`src/rtl/avalon_arb_pkg.sv`:
```
// -----------------------------------------------------------------------------
// avalon_arb_pkg
// Shared definitions for the two-master Avalon-MM arbiter:
//   arb_state_t       - arbiter FSM states
//   MASTER0/MASTER1   - encodings of the grant / round-robin pointer
//   SLAVE_RD_LATENCY  - fixed read latency of the attached slave (cycles)
// -----------------------------------------------------------------------------
package avalon_arb_pkg;

   typedef enum logic [1:0] {
      IDLE    = 2'd0,
      ISSUE   = 2'd1,
      RDWAIT  = 2'd2,
      CAPTURE = 2'd3
   } arb_state_t;

   localparam logic MASTER0 = 1'b0;
   localparam logic MASTER1 = 1'b1;

   localparam int SLAVE_RD_LATENCY = 1;

endpackage

```
`src/rtl/arb_rr2.sv`:
```
// -----------------------------------------------------------------------------
// arb_rr2
// Combinational 2-way round-robin picker.
// Ports:
//   i_req[1:0]  request vector, bit N = master N requesting
//   i_rr_ptr    master preferred when both request
//   o_grant     picked master (only meaningful when |i_req)
// -----------------------------------------------------------------------------
module arb_rr2
   import avalon_arb_pkg::*;
(
   input  logic [1:0] i_req,
   input  logic       i_rr_ptr,
   output logic       o_grant
);

   always_comb begin
      o_grant = MASTER0;
      case (i_req)
         2'b10:   o_grant = MASTER1;
         2'b11:   o_grant = i_rr_ptr;
         default: o_grant = MASTER0;
      endcase
   end

endmodule

```
`src/rtl/avalon_mm_rr_arbiter.sv`:
```
// -----------------------------------------------------------------------------
// avalon_mm_rr_arbiter
// Two-master arbiter in front of one Avalon-MM slave with fixed read latency 1.
// Serializes commands, drives registered slave strobes, captures the slave's
// readdata and returns it to the granted master with a one-cycle valid pulse.
//
// Ports:
//   clock, reset                  clock / synchronous active-high reset
//   mN_read, mN_write             master N command strobes (held until accept)
//   mN_address, mN_writedata      master N command payload
//   mN_waitrequest                low only in master N's accept (ISSUE) cycle
//   mN_readdata, mN_readdatavalid returned read data (registered) and pulse
//   s_chipselect/address/write/read/writedata   registered slave command
//   s_readdata                    slave data, valid the cycle after s_read
//
// Build option: ARB_FIXED_PRIORITY_EN - when defined, master 0 always wins
// contention and no round-robin pointer is kept.
//
// state   | meaning
// --------+-------------------------------------------------------------
// IDLE    | waiting for a request; winner's command is latched on exit
// ISSUE   | command visible to slave; granted master sees waitrequest=0
// RDWAIT  | slave readdata valid; captured into granted master's readdata
// CAPTURE | granted master's readdatavalid pulses
// -----------------------------------------------------------------------------
module avalon_mm_rr_arbiter
   import avalon_arb_pkg::*;
#(
   parameter int ADDR_W = 3,
   parameter int DATA_W = 32
) (
   input  logic              clock,
   input  logic              reset,
   input  logic              m0_read,
   input  logic              m0_write,
   input  logic [ADDR_W-1:0] m0_address,
   input  logic [DATA_W-1:0] m0_writedata,
   output logic              m0_waitrequest,
   output logic [DATA_W-1:0] m0_readdata,
   output logic              m0_readdatavalid,
   input  logic              m1_read,
   input  logic              m1_write,
   input  logic [ADDR_W-1:0] m1_address,
   input  logic [DATA_W-1:0] m1_writedata,
   output logic              m1_waitrequest,
   output logic [DATA_W-1:0] m1_readdata,
   output logic              m1_readdatavalid,
   output logic              s_chipselect,
   output logic [ADDR_W-1:0] s_address,
   output logic              s_write,
   output logic              s_read,
   output logic [DATA_W-1:0] s_writedata,
   input  logic [DATA_W-1:0] s_readdata
);

   arb_state_t        r_state;
   arb_state_t        w_state_nxt;
   logic              r_grant;
   logic              w_pick;
   logic              w_rr_ptr;
   logic [1:0]        w_req;
   logic              w_win_rd;
   logic              w_win_wr;
   logic [ADDR_W-1:0] w_win_addr;
   logic [DATA_W-1:0] w_win_wdata;

   logic              r_s_cs;
   logic              r_s_wr;
   logic              r_s_rd;
   logic [ADDR_W-1:0] r_s_addr;
   logic [DATA_W-1:0] r_s_wdata;
   logic [DATA_W-1:0] r_m0_rdata;
   logic [DATA_W-1:0] r_m1_rdata;

   assign w_req = {m1_read | m1_write, m0_read | m0_write};

`ifdef ARB_FIXED_PRIORITY_EN
   assign w_rr_ptr = MASTER0;
`else
   logic r_rr_ptr;

   // Pointer moves only when a command is actually accepted.
   always_ff @(posedge clock) begin
      if (reset)
         r_rr_ptr <= MASTER0;
      else if (r_state == ISSUE)
         r_rr_ptr <= ~r_grant;
   end

   assign w_rr_ptr = r_rr_ptr;
`endif

   arb_rr2 u_pick (
      .i_req    (w_req),
      .i_rr_ptr (w_rr_ptr),
      .o_grant  (w_pick)
   );

   assign w_win_wr    = (w_pick == MASTER1) ? m1_write     : m0_write;
   assign w_win_rd    = (w_pick == MASTER1) ? m1_read      : m0_read;
   assign w_win_addr  = (w_pick == MASTER1) ? m1_address   : m0_address;
   assign w_win_wdata = (w_pick == MASTER1) ? m1_writedata : m0_writedata;

   always_ff @(posedge clock) begin
      if (reset)
         r_state <= IDLE;
      else
         r_state <= w_state_nxt;
   end

   always_comb begin
      w_state_nxt      = r_state;
      m0_waitrequest   = 1'b1;
      m1_waitrequest   = 1'b1;
      m0_readdatavalid = 1'b0;
      m1_readdatavalid = 1'b0;
      case (r_state)
         IDLE: begin
            if (|w_req)
               w_state_nxt = ISSUE;
         end
         ISSUE: begin
            if (r_grant == MASTER0)
               m0_waitrequest = 1'b0;
            else
               m1_waitrequest = 1'b0;
            w_state_nxt = r_s_rd ? RDWAIT : IDLE;
         end
         RDWAIT: begin
            w_state_nxt = CAPTURE;
         end
         CAPTURE: begin
            if (r_grant == MASTER0)
               m0_readdatavalid = 1'b1;
            else
               m1_readdatavalid = 1'b1;
            w_state_nxt = IDLE;
         end
         default: begin
            w_state_nxt = IDLE;
         end
      endcase
   end

   always_ff @(posedge clock) begin
      if (reset) begin
         r_grant    <= MASTER0;
         r_s_cs     <= 1'b0;
         r_s_wr     <= 1'b0;
         r_s_rd     <= 1'b0;
         r_s_addr   <= '0;
         r_s_wdata  <= '0;
         r_m0_rdata <= '0;
         r_m1_rdata <= '0;
      end else begin
         case (r_state)
            IDLE: begin
               if (|w_req) begin
                  r_grant   <= w_pick;
                  r_s_cs    <= 1'b1;
                  r_s_addr  <= w_win_addr;
                  r_s_wdata <= w_win_wdata;
                  r_s_wr    <= w_win_wr;
                  // read+write together is treated as a write
                  r_s_rd    <= w_win_rd & ~w_win_wr;
               end
            end
            ISSUE: begin
               r_s_cs    <= 1'b0;
               r_s_wr    <= 1'b0;
               r_s_rd    <= 1'b0;
               r_s_addr  <= '0;
               r_s_wdata <= '0;
            end
            RDWAIT: begin
               if (r_grant == MASTER0)
                  r_m0_rdata <= s_readdata;
               else
                  r_m1_rdata <= s_readdata;
            end
            default: begin
            end
         endcase
      end
   end

   assign s_chipselect = r_s_cs;
   assign s_address    = r_s_addr;
   assign s_write      = r_s_wr;
   assign s_read       = r_s_rd;
   assign s_writedata  = r_s_wdata;
   assign m0_readdata  = r_m0_rdata;
   assign m1_readdata  = r_m1_rdata;

endmodule

```
`config.mk`:
```
export PLATFORM = sky130hd
export DESIGN_NAME = avalon_mm_rr_arbiter
export DESIGN_NICKNAME = d
export VERILOG_FILES = /design/src/rtl/avalon_arb_pkg.sv /design/src/rtl/arb_rr2.sv /design/src/rtl/avalon_mm_rr_arbiter.sv
export SDC_FILE = /design/constraint.sdc
export NUM_CORES = 1
export LEC_CHECK = 0
export BUFFER_PORTS_ARGS = -buffer_cell sky130_fd_sc_hd__clkbuf_2
export CORE_MARGIN = 8
export CORE_UTILIZATION = 30
export CTS_BUF_LIST = sky130_fd_sc_hd__clkbuf_4 sky130_fd_sc_hd__clkbuf_8 sky130_fd_sc_hd__clkbuf_16
export DETAILED_ROUTE_END_ITERATION = 6
export PLACE_DENSITY = 0.63
export SLEW_MARGIN = 10
export SYNTH_ARGS = -nofsm -noshare
export SYNTH_HDL_FRONTEND = slang
export SYNTH_SLANG_ARGS = --single-unit
```
`constraint.sdc`:
```
create_clock -name clock -period 3.1 [get_ports clock]
set_input_delay 0.31 -clock clock [delete_from_list [all_inputs] [get_ports clock]]
set_output_delay 0.31 -clock clock [all_outputs]
set_load 0.05 [all_outputs]
```
==> results.md, run 1 <==
- Derived from the worst setup path, the maximum achievable clock frequency is 0.563 GHz.
- The register bit count reported by yosys is 106.
- The sort of element at the end of the critical path is a primary output.
- The die footprint is 17700 um^2.
- The net count after synthesis is 584.
- The critical path class is reg -> out.
- Counting along the longest clock path gives a buffer depth of 2.
- The die height is 133 um.
- For met3 alone, demand over resource in global routing was 0.0505.
- The path type of the worst min-delay path is in -> reg.
- Routability-driven placement finished with a final weighted congestion of 0.743.
- During I/O placement, the number of pins put on the boundary was 214.
- The number of cells upsized or downsized after cts is 0.
- For this block, the initial DRC count from the detailed router was 194.
- The global routing's busiest layer is met2.
- In the final routed layout, each cell accounts on average for 14.7 um.
- The flow ran to the end, and the final reports show no timing, DRC or antenna violations.
- After synthesis the cells add up to 4120 um^2.
- The area of the placeable core is 13700 um^2.
- The hold buffer count at CTS is 0.
- The count of flip-flops with a built-in enable after synthesis is 0.
- For this run, the post-layout net count is 781.
- In the global route stage, met2 resource usage came out at 0.234.
- The H-tree was split into 3 levels.
- The share of the core filled with cells is 0.409.
- The width of the chip is 133 um.
- The number of diodes is 0.
- Summed over all nets, the half-perimeter wirelength after detailed placement is 9320 um.
- The number of filler cells placed in the layout is 1452.
- The share of synthesized area occupied by flip-flops and latches is 0.515.
- The final number of hold-violating endpoints was 0.
- The initial utilization of the core area, before any placement, comes to 0.301.
- The count of mapped cells out of synthesis is 476.
- The final wirelength is 12600 um.
- The number of antenna violations at the first check in global routing is 0.
- The residual DRC count is 0.
- The measured slew at the worst slew-check pin is 0.674 ns.
- Power spread over the standard cell area amounts to 543 nW/um^2.
- For this run the aggregate overflow at the end of global routing stands at 0.
- For this block, the via count after detailed routing is 3922.
- The clock network latency to the later pin of the worst-skew pair is 0.35 ns.
- In the final layout, the share of cells above drive strength 1 is 0.361.
- The category of the worst setup path launch point is a flop.
- The number of port buffers is 213.
- Summed over all failing endpoints, the final setup total negative slack is 0 ns.
- The met1 track demand over resource is 0.155.
- The endpoint arrival time on the critical path is 1.47 ns.
- For this run, the leading register cell type out of synthesis is sky130_fd_sc_hd__dfxtp_1.
- The average cell area after synthesis is 8.65 um^2.
- The maximum VDD drop is 0.305 mV.
- Setup violations remaining at the end of the flow were counted as 0.
- The number of rows created at floorplan is 43.
- Once detail routing completed, the nets flagged for antenna violations numbered 0.
- The number of buffers inserted by post-CTS setup repair is 0.
- The count of max-cap constraint violations is 0.
- For this run, the total global-route usage over all layers was measured as 0.137.
- The via count of the first global-routing pass is 3771.
- The cell sitting at the root of the clock tree is a sky130_fd_sc_hd__clkbuf_16.
- Yosys mapped the design onto 28 distinct sky130hd cell types.
- In this run the static leakage power is 2.53 nW.
- For the worst setup path, the data required time is 2.79 ns.
- The pre-antenna-repair detailed-routing pass consisted of 4 iterations.
- The clock transition at the register clock pins on the worst setup and hold paths after CTS is 0.07 ns.
- The maximum number of pins on one net before global-route repair is 57.
- From synthesis to final layout, the design area changed by 35.6%.
- The final setup skew is 0.00476 ns.
- The fraction of synthesis flops using an asynchronous set or reset pin is 0.
- TritonCTS built the clock tree.
- Yosys printed 0 warnings.
- In the finished design, the share of the clock period the worst path needs comes to 0.573.
- The remaining max-slew budget at the tightest pin is 0.549.
- The ratio of routed vias to standard cells is 4.57.
- Setup repair after global routing left no endpoint under its margin.
- The shortest clock period the worst path allows after layout is 1.78 ns.
- Counting the buffers created by CTS gives 9.
- The clock sink count is 106.
- The first global-routing pass estimated 19900 um of wire.
- Of all nets on the critical path, the largest fanout is 9.
- The number of max-slew violations in the final report was 0.
[worst max-delay path, cell delays in order (launching register included)]
cell	delay (ns)
sky130_fd_sc_hd__dfxtp_1	0.49
sky130_fd_sc_hd__inv_1	0.12
sky130_fd_sc_hd__nor3_1	0.20
sky130_fd_sc_hd__clkbuf_2	0.31
[flip-flops by register name, summed over array words and instances, names as in the netlist, named ones only]
register	flops
s_chipselect	1
r_state	1
s_address	3
s_write	1
s_read	1
m1_readdata	32
r_rr_ptr	1
r_grant	1
m0_readdata	32
s_writedata	32
[report_power, final]
group | internal [W] | switching [W]
combinational | 0.000158 | 0.000341
sequential | 0.00141 | 0.0000286
clock | 0.000560 | 0.000531
[final timing paths]
path	from	cells past startpoint	end	slack [ns]
max reg2reg	flop	3	s_writedata[25]	1.43
min reg2reg	m0_readdata[18]	2	m0_readdata[18]	0.45
max	flop	3	m1_readdatavalid	1.32
min	s_readdata[21]	3	m1_readdata[21]	0.19
[final cells by class]
class,count,area (um^2),share of cell area
Clock inverter,7,61.3,0.0110
Tap cell,180,225,0.0403
Multi-Input combinational cell,294,1670,0.299
Sequential cell,106,2120,0.380
Timing Repair Buffer,221,1130,0.202
Clock buffer,9,225,0.0403
Inverter,41,154,0.0275
[through the flow]
step	hold slack, ns	instances	total power, W	setup WS, ns	cell area (um^2)
5_1_grt	0.185	858	0.00317	1.24	5590
4_1_cts	0.170	858	0.00308	1.30	5590
6_report	0.192	858	0.00303	1.32	5590
3_3_place_gp	0.442	842	0.00197	1.27	5300
3_5_place_dp	0.446	842	0.00198	1.22	5300
2_1_floorplan	0.430	476	0.00182	1.18	4120
[kinds of logic after synthesis]
logic type | count (synthesis) | synth area share
AND/OR/NAND/NOR | 149 | 0.145
AO/OA/AOI/OAI | 109 | 0.168
flip-flops | 106 | 0.515
buffers and inverters | 76 | 0.0838
multiplexers | 36 | 0.0878
[synth_stat cells (2+ instances only)]
cell type | count | area, um^2
sky130_fd_sc_hd__mux2i_1 | 35 | 350
sky130_fd_sc_hd__nand3_1 | 2 | 10.0
sky130_fd_sc_hd__inv_1 | 41 | 154
sky130_fd_sc_hd__buf_4 | 6 | 45.0
sky130_fd_sc_hd__nor2_1 | 7 | 26.3
sky130_fd_sc_hd__o32ai_1 | 36 | 315
sky130_fd_sc_hd__buf_6 | 2 | 22.5
sky130_fd_sc_hd__clkbuf_1 | 17 | 63.8
sky130_fd_sc_hd__nand2_1 | 131 | 492
sky130_fd_sc_hd__nor3_1 | 4 | 20.0
sky130_fd_sc_hd__buf_2 | 7 | 35.0
sky130_fd_sc_hd__dfxtp_1 | 106 | 2120
sky130_fd_sc_hd__a21oi_1 | 67 | 335
[per-layer routing]
metal / up-vias / wire length [um]
met2: 122 / 6180
met3: 12 / 950
met5: - / 0
li1: 1995 / -
met1: 1793 / 5300
met4: 0 / 162
[cell usage in the layout, fill, tap and decap left out, drive strengths merged]
master / n
or2b: 1
nor4: 1
inv: 44
nor2: 7
o32ai: 36
a211oi: 1
o22ai: 1
mux2i: 35
dfxtp: 106
clkinvlp: 1
a21oi: 68
a31oi: 1
mux2: 1
buf: 9
nand3: 2
nor3: 4
nand2: 132
nor3b: 1
nand2b: 1
clkbuf: 221
o21ai: 1
a31o: 1
clkinv: 3
Note: power is estimated with default switching activity, not from simulation.
==> run 2: changes to the inputs <==
--- a/config.mk
+++ b/config.mk
@@ -5,12 +5,13 @@
 export SDC_FILE = /design/constraint.sdc
 export NUM_CORES = 1
 export LEC_CHECK = 0
+export ABC_AREA = 1
 export BUFFER_PORTS_ARGS = -buffer_cell sky130_fd_sc_hd__clkbuf_2
 export CORE_MARGIN = 8
 export CORE_UTILIZATION = 30
 export CTS_BUF_LIST = sky130_fd_sc_hd__clkbuf_4 sky130_fd_sc_hd__clkbuf_8 sky130_fd_sc_hd__clkbuf_16
 export DETAILED_ROUTE_END_ITERATION = 6
-export PLACE_DENSITY = 0.63
+export PLACE_DENSITY = 0.64
 export SLEW_MARGIN = 10
 export SYNTH_ARGS = -nofsm -noshare
 export SYNTH_HDL_FRONTEND = slang
==> constraint.sdc (replaced) <==
create_clock -name clock -period 1.4 [get_ports clock]
set_input_delay 0.14 -clock clock [delete_from_list [all_inputs] [get_ports clock]]
set_output_delay 0.14 -clock clock [all_outputs]
set_load 0.05 [all_outputs]
==> run 2 against run 1 <==
Synthesized cell count increased by 32%. Die area increased by 9.1%. Sequential power increased by 130%. Combinational power increased to 3.5 times the previous value. Routed wire length increased by 9.0%. Global-route usage about the same. Clock power increased by 140%. First-iteration DRC count decreased by 5.7%. Sequential share of layout area decreased by 4.1 points. Critical endpoint is now m0_waitrequest. Critical path type unchanged. Critical path depth increased by 3. Largest cell class unchanged. Synthesized area increased by 10%.
==> results.md, run 2 <==
- The clock sink count was 106 (unchanged).
- For this run, the leading register cell type out of synthesis is sky130_fd_sc_hd__dfxtp_1.
- The maximum VDD drop came to 0.550 mV (+81%).
- The cell depth of the worst flop-to-flop path is 6 (+3).
- After layout, the minimum clock period comes to 1.36 ns.
- The critical path goes through buf_6 > inv_8 > nand2_8 > inv_4 > nand2_4 > buf_12.
- The measured slew at the worst slew-check pin is 0.447 ns (-0.227 ns).
- The category of the worst setup path launch point is a flop.
- The clock power share is 0.345 (-0.015).
- The combinational group share of total power is 0.227 (+0.062).
- The number of filler cells placed in the layout is 1593 (+9.7%).
- The HPWL after detailed placement came to 10100 um (+7.9%).
- The number of antenna violations at the first check in global routing is 0 (unchanged).
- The global routing's busiest layer is met2.
- The ratio of routed vias to standard cells is 4.52 (-1.0%).
- The fraction of synthesis flops using an asynchronous set or reset pin is 0 (unchanged).
- The cell area reported after detailed placement is 5840 um^2 (+10%).
- The achievable clock frequency is 0.738 GHz.
- The detail-routed net length per standard cell is 13.5 um (-8.3%).
- The critical path class is reg -> out.
- The cell-internal power came to 0.00512 W (+140%).
- The residual overflow from global routing was 0 (unchanged).
- The clock network latency to the later pin of the worst-skew pair is 0.35 ns (about the same).
- The average cell area after synthesis is 7.21 um^2 (-17%).
- The met3 track demand over resource came to 0.0482 (-0.00226).
- The switching portion of total power is 0.327 (+0.0300).
- The hold buffer count at CTS came to 0 (unchanged).
- Ranked by instance count, the synthesized netlist is headed by sky130_fd_sc_hd__inv_1, sky130_fd_sc_hd__nand3_1, sky130_fd_sc_hd__dfxtp_1.
- The register bit count reported by yosys is 106 (unchanged).
- On the critical path, the stage with the largest delay is an instance of sky130_fd_sc_hd__dfxtp_2.
- The tightest min-delay check is of the in -> reg type.
- The delay of the slowest cell on the worst path is 0.33 ns (-0.16 ns).
- Setup repair after global routing could not meet its margin everywhere.
- The first-iteration detailed-routing DRC count was 183 (-5.7%).
- The number of buffer and inverter instances along the worst setup path came to 4 (+2).
- The biggest fanout along the worst timing path is 5 (-4).
- The library cell used most frequently in the layout, excluding fill and tap cells, is sky130_fd_sc_hd__clkbuf_2.
- The total number of cells along the worst setup path was 6 (+3).
- The number of detailed-route iterations in the first pass is 4 (unchanged).
- The total standard cell area after synthesis is 4540 um^2 (+10%).
- The number of buffers between clock root and the deepest sink came to 2 (unchanged).
- The width of the chip came to 139 um (+4.4%).
- The count of max-cap constraint violations was 0 (unchanged).
- The remaining max-slew budget at the tightest pin is 0.702 (+0.153).
- The tightest hold margin is 0.0794 ns (-0.112 ns).
- The areal power density over the cells came to 1210 nW/um^2 (+120%).
- The unique cell type count in the Yosys netlist is 21 (-25%).
- The required time of the critical path is 1.26 ns (-1.53 ns).
- The dominant delay contributor by cell family on the critical path is buffers and inverters.
- The met2 track utilization from global routing was 0.242 (+0.00852).
- The number of max-slew violations in the final report is 0 (unchanged).
- The number of rows created at floorplan is 45 (+4.7%).
- The final net count is 935 (+20%).
- The via count of the routed design is 4615 (+18%).
- The leakage power summed over all cells is 3.08 nW (+22%).
- The effective utilization at floorplan is 0.303 (+0.00202).
- The wire length of the first global-routing pass is 21800 um (+9.8%).
- In the post-synthesis netlist, the biggest area contributors are sky130_fd_sc_hd__dfxtp_1, sky130_fd_sc_hd__inv_1, sky130_fd_sc_hd__nand3_1, sky130_fd_sc_hd__a21oi_1, sky130_fd_sc_hd__o21ai_0.
- In the layout the commonest cells are sky130_fd_sc_hd__clkbuf_2, sky130_fd_sc_hd__inv_1, sky130_fd_sc_hd__nand3_1.
- The final number of hold-violating endpoints is 0 (unchanged).
- Of the available clock period, the critical path in the final layout requires 0.968.
- The maximum number of pins on one net before global-route repair came to 65 (+14%).
- The fraction of final layout cells with drive strength greater than 1 was 0.319 (-0.0428).
- The routability-driven placement congestion ratio is 0.810 (+9.0%).
- The final setup skew was 0.00728 ns (+0.00253 ns).
- The total CTS buffers is 9 (unchanged).
- The count of flip-flops with a built-in enable after synthesis is 0 (unchanged).
- The area of the placeable core is 15000 um^2 (+9.6%).
- The share of synthesized area occupied by flip-flops and latches is 0.467 (-0.0482).
- sky130_fd_sc_hd__inv_1 is the most common cell in the netlist.
- The total track usage is 0.137 (+0.000256).
- The part of the power in registers came to 0.429 (-0.046).
- The hold path depth is 3 (unchanged).
- The area growth from synthesis to layout is 38.3%.
- The clock transition at the register clock pins on the worst setup and hold paths after CTS is 0.08 ns (about the same).
- The sort of element at the end of the critical path is a primary output.
- The number of top-level design ports came to 214 (unchanged).
- The flow ran to the end, and the final reports show no timing, DRC or antenna violations.
- The Yosys warning count was 0 (unchanged).
- The number of H-tree levels is 3 (unchanged).
- The cell taking the most area after synthesis is sky130_fd_sc_hd__dfxtp_1.
- The total of endpoints with negative setup slack in the final report is 0 (unchanged).
- The residual DRC count is 0 (unchanged).
- The net switching component of the power is 0.00249 W (+180%).
- The portion of synthesized cell area occupied by the leading cell type is 0.467 (-0.0482).
- The die footprint is 19300 um^2 (+9.1%).
- The final wirelength came to 13700 um (+9.0%).
- In this run the clock root is driven by a sky130_fd_sc_hd__clkbuf_16.
- The number of diodes came to 0 (unchanged).
- The endpoint arrival time on the critical path was 1.22 ns (-0.25 ns).
- The count of mapped cells out of synthesis is 630 (+32%).
- The die height is 139 um (+4.4%).
- The post-layout instance area is 6290 um^2 (+13%).
- The net count after synthesis is 738 (+26%).
- The number of port buffers came to 213 (unchanged).
- The met1 track demand over resource is 0.152 (-0.00341).
- TritonCTS built the clock tree.
- The via count of the first global-routing pass is 4324 (+15%).
- The antenna violation net count after detailed routing was 0 (unchanged).
==> run 2: changes by cell type after synthesis, sizes merged, moves of 35 or more <==
cell	change
nand3	+107
inv	+104
nand2	-83
o21ai	+64
a21oi	+36
o32ai	-36
mux2i	-35
==> run 2: routing by layer <==
metal | vias up | share of wire
met5 | - | 0
met4 | 0 | 0.012
met3 | 9 | 0.063
met2 | 116 | 0.50
met1 | 2090 | 0.42
li1 | 2400 | -
==> run 2: power groups by stage <==
stage	registers [W]	logic, W	clock network [W]
after floorplan	0.00386	0.000628	0
after CTS	0.00327	0.00170	0.00272
after global placement	0.00333	0.00168	0
after global routing	0.00329	0.00186	0.00284
final	0.00326	0.00173	0.00263
after detailed placement	0.00333	0.00169	0
==> run 2: repair_timing <==
action,CTS,global route
setup buffers,0,4
hold endpoints to repair,0,0
endpoints found under the setup margin,4,4
pin swaps,0,1
gates resized for setup,23,7
==> run 2: metrics by stage <==
stage	util	worst slack (ns)	power, W	TNS, ns	instances
floorplan	-	-0.305	0.00449	-0.610	630
global placement	0.390	0.151	0.00501	0	1000
detailed placement	0.390	0.123	0.00502	0	1000
CTS	0.415	-0.0134	0.00769	-0.0134	1016
global route	0.420	-0.0107	0.00799	-0.0308	1020
finish	0.420	0.0449	0.00762	0	1020
==> run 2: path summary, 6_finish.rpt <==
kind | to | slack [ns] | start
max reg2reg | m0_readdata[23] | 0.14 | flop
min | m1_readdata[5] | 0.08 | s_readdata[5]
max | m0_waitrequest | 0.04 | flop
min reg2reg | m0_readdata[24] | 0.44 | m0_readdata[24]
==> run 2: area by class of cell <==
| cell class | count | area, um^2 | area share |
|---|---|---|---|
| Clock inverter | 7 | 83.8 | 0.0133 |
| Tap cell | 188 | 235 | 0.0374 |
| Sequential cell | 106 | 2130 | 0.339 |
| Inverter | 145 | 554 | 0.0882 |
| Clock buffer | 9 | 225 | 0.0358 |
| Multi-Input combinational cell | 335 | 1700 | 0.270 |
| Timing Repair Buffer | 230 | 1360 | 0.216 |
==> run 2: cells by family after synthesis <==
| kind of cell | synth area share |
|---|---|
| flip-flops | 0.467 |
| AO/OA/AOI/OAI | 0.192 |
| AND/OR/NAND/NOR | 0.171 |
| buffers and inverters | 0.170 |
==> run 2: tightest hold or removal path: cells and delay by family <==
kind / cells / cell delay (ns)
AO/OA/AOI/OAI: 2 / 0.17
buffers and inverters: 1 / 0.08
==> run 3: changes to the inputs <==
--- a/config.mk
+++ b/config.mk
@@ -11,8 +11,10 @@
 export CORE_UTILIZATION = 30
 export CTS_BUF_LIST = sky130_fd_sc_hd__clkbuf_4 sky130_fd_sc_hd__clkbuf_8 sky130_fd_sc_hd__clkbuf_16
 export DETAILED_ROUTE_END_ITERATION = 6
-export PLACE_DENSITY = 0.64
+export PLACE_DENSITY = 0.65
+export SKIP_CTS_REPAIR_TIMING = 1
 export SLEW_MARGIN = 10
 export SYNTH_ARGS = -nofsm -noshare
 export SYNTH_HDL_FRONTEND = slang
+export SYNTH_HIERARCHICAL = 1
 export SYNTH_SLANG_ARGS = --single-unit
==> run 3 against run 2 <==
The flow now finishes with violations (setup timing). Routed wire length fell by 11%. First-iteration DRC count is 13% higher. Largest cell class unchanged. Combinational power is 25% lower. Fmax down 3.6%. Synthesized cell count fell by 9.0%. Non-clock buffer count down 6. Clock skew is essentially flat. Global-route usage down 0.32 points. Clock power is 11% lower. Clock-buffer cell count grew 2. Final cell count decreased by 6.1%. Synthesized area fell by 7.0%.
==> results.md, run 3 <==
- The run finished, with violations left.
- The final reports fail on setup timing.
- In this run the most critical hold path is launched from reset.
- The path type of the worst min-delay path is in -> reg.
- Setup repair after global routing could not meet its margin everywhere.
- The effective utilization at floorplan is 0.305 (+0.00207).
- The die height was 135 um (-3.2%).
- The hold path depth is 2 (-1).
- The register bit count reported by yosys is 106 (unchanged).
- The count of flip-flops with a built-in enable after synthesis is 0 (unchanged).
- The shortest clock period the worst path allows after layout is 1.41 ns (+0.0504 ns).
- The most common cell after layout, fill and taps aside is sky130_fd_sc_hd__clkbuf_2.
- The share of the clock period used by the worst path after layout is 1.00 (+0.0360).
- The cell type of the slowest stage on the worst timing path is sky130_fd_sc_hd__dfxtp_4.
- The worst path setup slack after routing is -0.00547 ns (-0.0504 ns).
- The number of antenna violations at the first check in global routing is 0 (unchanged).
- The via count of the routed design is 4152 (-10%).
- The number of top-level design ports was 214 (unchanged).
- The net count after synthesis was 681 (-7.7%).
- The area of the placeable core came to 13800 um^2 (-7.7%).
- The required time of the critical path is 1.26 ns (about the same).
- The number of port buffers was 213 (unchanged).
- The maximum number of pins on one net before global-route repair was 65 (unchanged).
- The critical path class is reg -> out.
- In the layout the commonest cells are sky130_fd_sc_hd__clkbuf_2, sky130_fd_sc_hd__nand2_1, sky130_fd_sc_hd__dfxtp_1.
- The count of mapped cells out of synthesis is 573 (-9.0%).
- The cell sitting at the root of the clock tree is a sky130_fd_sc_hd__clkbuf_16.
- The Yosys warning count is 6 (+6).
- Among all cell types in the netlist, the one instantiated most often is sky130_fd_sc_hd__nand2_1.
- The start of the worst register-to-register path is r_rr_ptr.
- The endpoint arrival time on the critical path is 1.27 ns (+0.05 ns).
- Compared with the post-synthesis result, the final layout area differs by 38.5%.
- The maximum VDD drop was 0.615 mV (+12%).
- The residual overflow from global routing came to 0 (unchanged).
- The cell area reported after detailed placement is 5500 um^2 (-5.9%).
- STA classifies the critical path startpoint as a flop.
- The unique cell type count in the Yosys netlist was 22 (+4.8%).
- Of all cell types, the one taking the most synthesized area is sky130_fd_sc_hd__dfxtp_1.
- The portion of synthesized cell area occupied by the leading cell type is 0.502 (+0.0354).
- The biggest fanout along the worst timing path came to 7 (+2).
- The die footprint is 18100 um^2 (-6.2%).
- The number of buffers between clock root and the deepest sink came to 2 (unchanged).
- The clock transition at the register clock pins on the worst setup and hold paths after CTS is 0.07 ns (about the same).
- The number of buffer and inverter instances along the worst setup path is 2 (-2).
- The sort of element at the end of the critical path is a primary output.
- After synthesis, the cell types taking the most area are sky130_fd_sc_hd__dfxtp_1, sky130_fd_sc_hd__nand2_1, sky130_fd_sc_hd__a21oi_1, sky130_fd_sc_hd__o21ai_0, sky130_fd_sc_hd__inv_1.
- The post-layout instance area is 5850 um^2 (-6.9%).
- The achievable clock frequency is 0.712 GHz (-3.6%).
- The measured slew at the worst slew-check pin is 0.318 ns (-0.129 ns).
- The delay of the slowest cell on the worst path came to 0.40 ns (+0.07 ns).
- The number of diodes came to 0 (unchanged).
- The final net count is 882 (-5.7%).
- The leading register cell type out of synthesis is sky130_fd_sc_hd__dfxtp_1.
- The first-iteration detailed-routing DRC count is 206 (+13%).
- The final number of hold-violating endpoints is 0 (unchanged).
- The total of endpoints with negative setup slack in the final report is 1 (+1).
- The average cell area after synthesis is 7.37 um^2 (+2.2%).
- The detail-routed net length per standard cell is 12.8 um (-5.0%).
- The reg2reg setup slack is 0.12 ns (-0.02 ns).
- The width of the chip came to 135 um (-3.2%).
- The ratio of routed vias to standard cells is 4.33 (-4.2%).
- The fraction of synthesis flops using an asynchronous set or reset pin came to 0 (unchanged).
- The worst register-to-register path ends at s_writedata[7].
- The pre-CTS setup slack was -0.0876 ns (-0.211 ns).
- The HPWL after detailed placement is 9420 um (-6.3%).
- The number of max-slew violations in the final report is 0 (unchanged).
- The antenna violation net count after detailed routing is 0 (unchanged).
- The total chip power is 0.00685 W (-10%).
- The critical path goes through inv_1 > nor3_2 > buf_6.
- The TritonCTS clock tree is yes.
- The number of H-tree levels is 3 (unchanged).
- The areal power density over the cells is 1170 nW/um^2 (-3.3%).
- The wire length of the first global-routing pass is 20000 um (-8.5%).
- The leakage power summed over all cells was 2.83 nW (-8.3%).
- The via count of the first global-routing pass was 3975 (-8.1%).
- The fraction of final layout cells with drive strength greater than 1 is 0.330 (+0.0118).
- The number of rows created at floorplan was 43 (-4.4%).
- The count of max-cap constraint violations is 0 (unchanged).
- The total CTS buffers came to 9 (unchanged).
- The remaining max-slew budget at the tightest pin is 0.789 (+0.0872).
- The clock sink count is 106 (unchanged).
- The total standard cell area after synthesis is 4220 um^2 (-7.0%).
- The cell depth of the worst flop-to-flop path came to 5 (-1).
- The number of detailed-route iterations in the first pass is 4 (unchanged).
- The final setup skew is 0.00695 ns (-0.000328 ns).
- The dominant delay contributor by cell family on the critical path is flip-flops.
- By count the netlist is led by sky130_fd_sc_hd__nand2_1, sky130_fd_sc_hd__dfxtp_1, sky130_fd_sc_hd__a21oi_1, sky130_fd_sc_hd__inv_1, sky130_fd_sc_hd__o21ai_0.
- The residual DRC count was 0 (unchanged).
- The routability-driven placement congestion ratio is 0.798 (-1.5%).
- The share of the core filled with cells is 0.423 (+0.00341).
- The total track usage was 0.134 (-0.00320).
- The clock network latency to the later pin of the worst-skew pair is 0.34 ns (about the same).
- The final wirelength is 12200 um (-11%).
- The share of synthesized area occupied by flip-flops and latches is 0.502 (+0.0354).
-- run 3: metal layers --
metal | global-route usage | up-vias | wire [um]
met5 | 0 | - | 0
met2 | 0.206 | 155 | 5320
met4 | 0.0487 | 0 | 175
met1 | 0.166 | 1775 | 5620
met3 | 0.0520 | 10 | 1130
li1 | - | 2212 | -
-- run 3: area by class of cell --
class	count	area, um^2
Timing Repair Buffer	224	1270
Fill cell	1464	7980
Clock inverter	4	28.8
Multi-Input combinational cell	354	1650
Clock buffer	11	246
Tap cell	180	225
Inverter	79	302
Sequential cell	106	2130
-- run 3: stage by stage --
step,hold WS (ns),std cells,setup TNS [ns]
after floorplan,0.209,573,-0.601
after global placement,0.418,942,-0.00670
after detailed placement,0.426,942,-0.0876
after CTS,0.0565,957,-0.691
after global routing,0.0654,958,-0.0953
final,0.0666,958,-0.00547
-- run 3: worst max path at each step --
stage	end	slack [ns]	cells past startpoint	from
finish	m0_readdatavalid	-0.005	3	flop
global route	m0_readdatavalid	-0.06	3	flop
CTS	m0_readdatavalid	-0.26	3	flop
detailed placement	s_read	-0.09	12	m0_read
global placement	s_read	-0.007	12	m0_read
floorplan	m1_readdatavalid	-0.30	2	r_grant
-- run 3: power breakdown --
| group | leakage, nW | internal (W) | switching, W |
|---|---|---|---|
| combinational | 1.83 | 0.000398 | 0.000899 |
| sequential | 0.864 | 0.00314 | 0.0000726 |
| clock | 0.131 | 0.00126 | 0.00108 |
-- run 3: logic make-up (layout without fill, tap and decap cells) --
kind of cell / after synthesis / count (layout) / share of synthesized area
simple gates: 197 / 197 / 0.188
compound gates: 148 / 148 / 0.176
buf+inv: 113 / 318 / 0.112
flops: 106 / 106 / 0.502
mux: 9 / 9 / 0.0213
